===== src/rtl/ifu_pkg.sv =====
// Shared widths, reset PC, response encoding, FSM states and the fault instruction
// used by the instruction fetch unit.
package ifu_pkg;

  localparam int INST_W = 32;
  localparam int XLEN   = 64;

  localparam logic [63:0]       RESET_PC_DEF = 64'h0000_0000_8000_0000;
  localparam logic [1:0]        RRESP_OKAY   = 2'b00;
  localparam logic [INST_W-1:0] INST_FAULT   = 32'h0000_0000;

  typedef enum logic [1:0] {
    S_REQ  = 2'd0,
    S_RESP = 2'd1,
    S_HOLD = 2'd2,
    S_WAIT = 2'd3
  } state_e;

endpackage


===== src/rtl/ifu.sv =====
// Instruction fetch: one AR/R read per instruction, then hold for decode and wait for the next PC.
// Request to decode-valid is three cycles best case; d_ready_i low holds inst/pc/fault stable.
module ifu
  import ifu_pkg::*;
#(
  parameter int                ADDR_W   = XLEN,
  parameter int                DATA_W   = 64,
  parameter logic [ADDR_W-1:0] RESET_PC = ADDR_W'(RESET_PC_DEF)
) (
  input  logic              clock,
  input  logic              reset,
  output logic [ADDR_W-1:0] araddr_o,
  output logic              arvalid_o,
  input  logic              arready_i,
  input  logic [DATA_W-1:0] rdata_i,
  input  logic [1:0]        rresp_i,
  input  logic              rvalid_i,
  output logic              rready_o,
  output logic [INST_W-1:0] inst_o,
  output logic [ADDR_W-1:0] pc_o,
  output logic              fault_o,
  output logic              d_valid_o,
  input  logic              d_ready_i,
  input  logic              npc_valid_i,
  input  logic [ADDR_W-1:0] npc_i
);

  localparam logic [ADDR_W-1:0] ALIGN_MASK = ~ADDR_W'(DATA_W / 8 - 1);

  state_e              state_q, state_d;
  logic [ADDR_W-1:0]   pc_q, pc_d;
  logic [INST_W-1:0]   inst_q, inst_d;
  logic                fault_q, fault_d;
  logic                hi_word;
  logic [INST_W-1:0]   word_sel;
  logic                rsp_fault;

  // A 32-bit bus always returns the instruction in the only word it has.
  assign hi_word   = (DATA_W == 64) && pc_q[2];
  assign word_sel  = hi_word ? rdata_i[DATA_W-1 -: INST_W] : rdata_i[INST_W-1:0];
  assign rsp_fault = (rresp_i != RRESP_OKAY);

  always_comb begin
    state_d = state_q;
    pc_d    = pc_q;
    inst_d  = inst_q;
    fault_d = fault_q;
    case (state_q)
      S_REQ: begin
        if (arvalid_o && arready_i) state_d = S_RESP;
      end
      S_RESP: begin
        if (rvalid_i) begin
          inst_d  = rsp_fault ? INST_FAULT : word_sel;
          fault_d = rsp_fault;
          state_d = S_HOLD;
        end
      end
      S_HOLD: begin
        if (d_ready_i) state_d = S_WAIT;
      end
      S_WAIT: begin
        if (npc_valid_i) begin
          pc_d = npc_i;
          // Without compressed instructions a misaligned target never touches memory.
          if (npc_i[1:0] != 2'b00) begin
            inst_d  = INST_FAULT;
            fault_d = 1'b1;
            state_d = S_HOLD;
          end else begin
            state_d = S_REQ;
          end
        end
      end
      default: state_d = S_REQ;
    endcase
  end

  always_ff @(posedge clock) begin
    if (reset) begin
      state_q <= S_REQ;
      pc_q    <= RESET_PC;
      inst_q  <= INST_FAULT;
      fault_q <= 1'b0;
    end else begin
      state_q <= state_d;
      pc_q    <= pc_d;
      inst_q  <= inst_d;
      fault_q <= fault_d;
    end
  end

  // Request is held off while reset is high so memory never sees one during reset.
  assign arvalid_o = (state_q == S_REQ) && !reset;
  assign araddr_o  = pc_q & ALIGN_MASK;
  assign rready_o  = (state_q == S_RESP);
  assign d_valid_o = (state_q == S_HOLD);
  assign inst_o    = inst_q;
  assign pc_o      = pc_q;
  assign fault_o   = fault_q;

endmodule


===== config.mk =====
export PLATFORM = sky130hd
export DESIGN_NAME = ifu
export DESIGN_NICKNAME = d
export VERILOG_FILES = /design/src/rtl/ifu_pkg.sv /design/src/rtl/ifu.sv
export SDC_FILE = /design/constraint.sdc
export NUM_CORES = 1
export LEC_CHECK = 0
export CORE_ASPECT_RATIO = 1.25
export CORE_MARGIN = 2
export CORE_UTILIZATION = 37
export DETAILED_ROUTE_END_ITERATION = 12
export PLACE_DENSITY = 0.9
export SLEW_MARGIN = 30
export SYNTH_ARGS = -nofsm -noshare
export SYNTH_HDL_FRONTEND = slang
export SYNTH_SLANG_ARGS = --single-unit

===== constraint.sdc =====
create_clock -name clock -period 2.1 [get_ports clock]
set_clock_uncertainty 0.15 [all_clocks]
set_input_delay 0.63 -clock clock [delete_from_list [all_inputs] [get_ports clock]]
set_output_delay 0.63 -clock clock [all_outputs]
set_load 0.005 [all_outputs]

* Word-level counts from Yosys, hierarchy flattened
Cells that the tools add are included.
** Operators by class
- Eq/ne operators :: 8
- Multiplexer cells :: 16
- Reduce and logical (&&, ||, !) cells :: 10
** Operator list (count)
- $mux W32 :: 5
- $pmux W32 S2 :: 1
- $mux W2 :: 5
- $ne A2 B2 Y1 const B :: 4
- $pmux W2 S4 :: 1
- $reduce_and A4 Y1 :: 2
- $reduce_bool A2 Y1 :: 3
- $eq A2 B2 Y1 const B :: 2
- $mux W1 :: 3
- $eq A2 B1 Y1 const B :: 1
- $logic_and A1 B1 Y1 :: 2
- $logic_not A2 Y1 :: 1
- $ne A2 B1 Y1 const B :: 1
- $pmux W1 S2 :: 1
- $reduce_and A2 Y1 :: 1
- $logic_not A1 Y1 :: 1
** Storage, ports and cells
- Bits in registers :: 99
- Input port bits :: 136

* Longest topological paths before layout
- Depth in word-level cells :: 5
- Gate-level depth with buffers :: 6
- Gate-level depth less buffers :: 3

* Worst setup path after synthesis
No wires, ideal clock.
- Kind :: input to output
- Start :: in reset
- End :: out arvalid_o
- Arrival :: 1255 ps
- Required time :: 1320 ps
- Path slack :: 65 ps
- Cell stages on the path :: 4
- Buffers on the path :: 3
- Cells stage by stage :: buf_2 > buf_2 > buf_4 > nor3_1
** Between the ends
- Longest elaborated chain between the ends :: 2
** Ends and longest elaborated chain
- from (decl) :: line ifu.sv:11 : input logic reset,
- $logic_not A1 Y1 :: line ifu.sv:94 : assign arvalid_o = (state_q == S_REQ) && !reset;
- $logic_and A1 B1 Y1 :: line ifu.sv:94
- to (decl) :: line ifu.sv:13 : output logic arvalid_o,
Every way passes these cells.

* Worst setup path after layout
- Start :: reg pc_q[2] (netlist: pc_o[2])
- End :: out pc_o[2]
** RTL lines
- from (decl) :: line ifu.sv:31 : logic [ADDR_W-1:0] pc_q, pc_d;
- from (signal assigned) :: line ifu.sv:87 : pc_q <= pc_d;
- to (decl) :: line ifu.sv:20 : output logic [ADDR_W-1:0] pc_o,
No word-level cell between the ends.

==> results.ini <==
[outcome]
outcome=complete, no violations

[drt]
viasPerCell=4.62
routedWlPerCell_um=14.3
first_iter_violations=168
antenna_left=0
vias=4351
firstDrtPassIters=4
drc=0
drt-total-wl_mm=13.5

[setup_path]
critPathArrivalTime_ns=1.26
setup.worst_path.start_class=flop
slowest_delay_ns=0.54
cpMaxStageDelayCell=clkdlybuf4s50_1
cp_num_buf_inv=1
crit_path_cell_trace=clkdlybuf4s50_1
worst_setup_path_end_kind=output port
path_delay_family=buffers and inverters
worstPathMaxFanout=5
worst-setup-path-type=flop to output port
cp.required_ns=1.32

[finish]
final_common_cell=clkdlybuf4s50_1
drive_above_1_share=0.0646
n_fill_cell=1009
antenna_cells=0
post-route-util=0.615
nets=905
area_delta_synth_final_pct=63.5
final_cell_mix=clkdlybuf4s50_1, nand2_1, dfxtp_1

[sta]
rsz0062_at_grt=false
worst_pin_slew_ns=0.881
hold_viol_final=0
layout_min_cycle_time_ns=2.04
hold_ws_ns=0.311
setup_tns_ns=0
relSlewSlack=0.413
clock.fmax_mhz=490
period_share=0.972
finalMaxSlewViolations=0
setup_viol=0

[logic_synthesis]
ys_warn_count=0
seq_area_frac_synth=0.418
syn_inst=544
avgSynthCellArea_um2=8.71
synth_cell_types=27
synth.ff_latch_count=99
synth_area_um2=4740

[clocking]
numCtsBuffers=9
clkLatencyLatePin_ns=0.33
htree_levels=3
cts_buffer_depth=2
postCtsSetupBuffers=0
cts_tree=yes
clkSinkCount=99
clk_pin_slew_worst_paths_ns=0.06
cts-root-buf=clkbuf_16
hold_buffers=0

[floorplan]
num_rows=46
die_h_um=131
core_um2=12600
start_util=0.376
dieWidth_um=105
dieArea_um2=13700
io_pins=300

[power]
leakagePower_uw=0.00278
ir_worst_vdd_v=0.000501
power.density_nw_per_um2=533

[place]
gp_congestion=0.756
io_buffers=296
place_hpwl_mm=10.3

[global_routing]
track_usage=0.187
grt_pass1_vias=4036
gr-total-overflow=0
grt_start_max_net_pins=89
grt_pass1_wl_mm=20.3
antenna_found_initial=0

[run]
maxCapViolations=0

[hold_path]
min_path_type=flop to flop

sequential cells by signal, indices dropped and copies added, names as in the netlist:
register	flops
pc_o	64
fault_o	1
state_q	2
inst_o	32
cells in the mapped netlist:
cell	n	area [um^2]
o21ai_4	1	16.3
nor2_1	1	3.75
inv_1	2	7.51
o211a_1	1	10.0
buf_6	8	90.1
or2b_1	1	7.51
nor3_1	30	150
mux4_1	1	26.3
nand2_1	128	480
nor2b_1	34	213
mux2_1	29	327
buf_1	1	3.75
a211o_4	1	17.5
and3_1	1	6.26
nand3b_1	1	7.51
buf_2	22	110
mux2_2	3	33.8
buf_4	65	488
dfxtp_1	99	1980
nand2b_1	1	6.26
and2b_1	1	7.51
nor3_2	5	50.1
nand3_1	1	5.00
a21oi_1	64	320
mux2i_1	33	330
clkbuf_1	9	33.8
conb_1	1	3.75
kinds of logic after synthesis:
logic type             Yosys count  share of synthesized area
multiplexers                    66                      0.151
AND/OR/NAND/NOR                204                      0.198
other                            1                   0.000792
flip-flops                      99                      0.418
buffers and inverters          107                      0.155
AO/OA/AOI/OAI                   67                     0.0769
stage by stage:
step           instance area, um^2  setup slack, ns  instances  power (uW)
2_1_floorplan                 4740           0.0646        546        2160
3_3_place_gp                  7440           -0.242        926        2510
3_5_place_dp                  7440           -0.279        926        2520
4_1_cts                       7740           0.0253        942        4190
5_1_grt                       7750          0.00575        942        4310
6_report                      7750           0.0598        942        4130
metal layers:
metal | track usage | share of wire
met1 | 0.203 | 0.38
met2 | 0.332 | 0.51
met3 | 0.0724 | 0.090
met4 | 0.0667 | 0.017
met5 | 0 | 0
area by class of cell:
type	instances	area [um^2]	share of cell area
clock buffers	11	243	0.0313
well taps	168	210	0.0271
inverters	2	7.51	0.000969
repair buffers	317	3210	0.414
flip-flops and latches	99	1990	0.256
multi-input cells	340	2040	0.263
clock inverters	5	60.1	0.00775
repair_timing:
item | CTS | global route
hold endpoints to repair | 0 | 0
cloned | 0 | 0
resized for setup | 7 | 1
pin swaps | 0 | 0
endpoints found under the setup margin | 6 | 1
worst paths after layout:
check	slack (ns)	endpoint	cells after the start	startpoint
max	0.06	pc_o[2]	1	pc_o[2]$_SDFFE_PP0P_
min	0.31	pc_o[1]$_SDFFE_PP0P_	2	pc_o[1]$_SDFFE_PP0P_
max reg2reg	0.34	inst_o[16]$_SDFFE_PP0P_	6	state_q[1]$_SDFFE_PP0P_
min reg2reg	0.31	pc_o[1]$_SDFFE_PP0P_	2	pc_o[1]$_SDFFE_PP0P_
power by group:
group	internal (uW)	total [uW]	switching [uW]
sequential	1900	1920	16.9
clock	961	1660	695
combinational	367	553	186
Power figures use the tool's default switching activity.
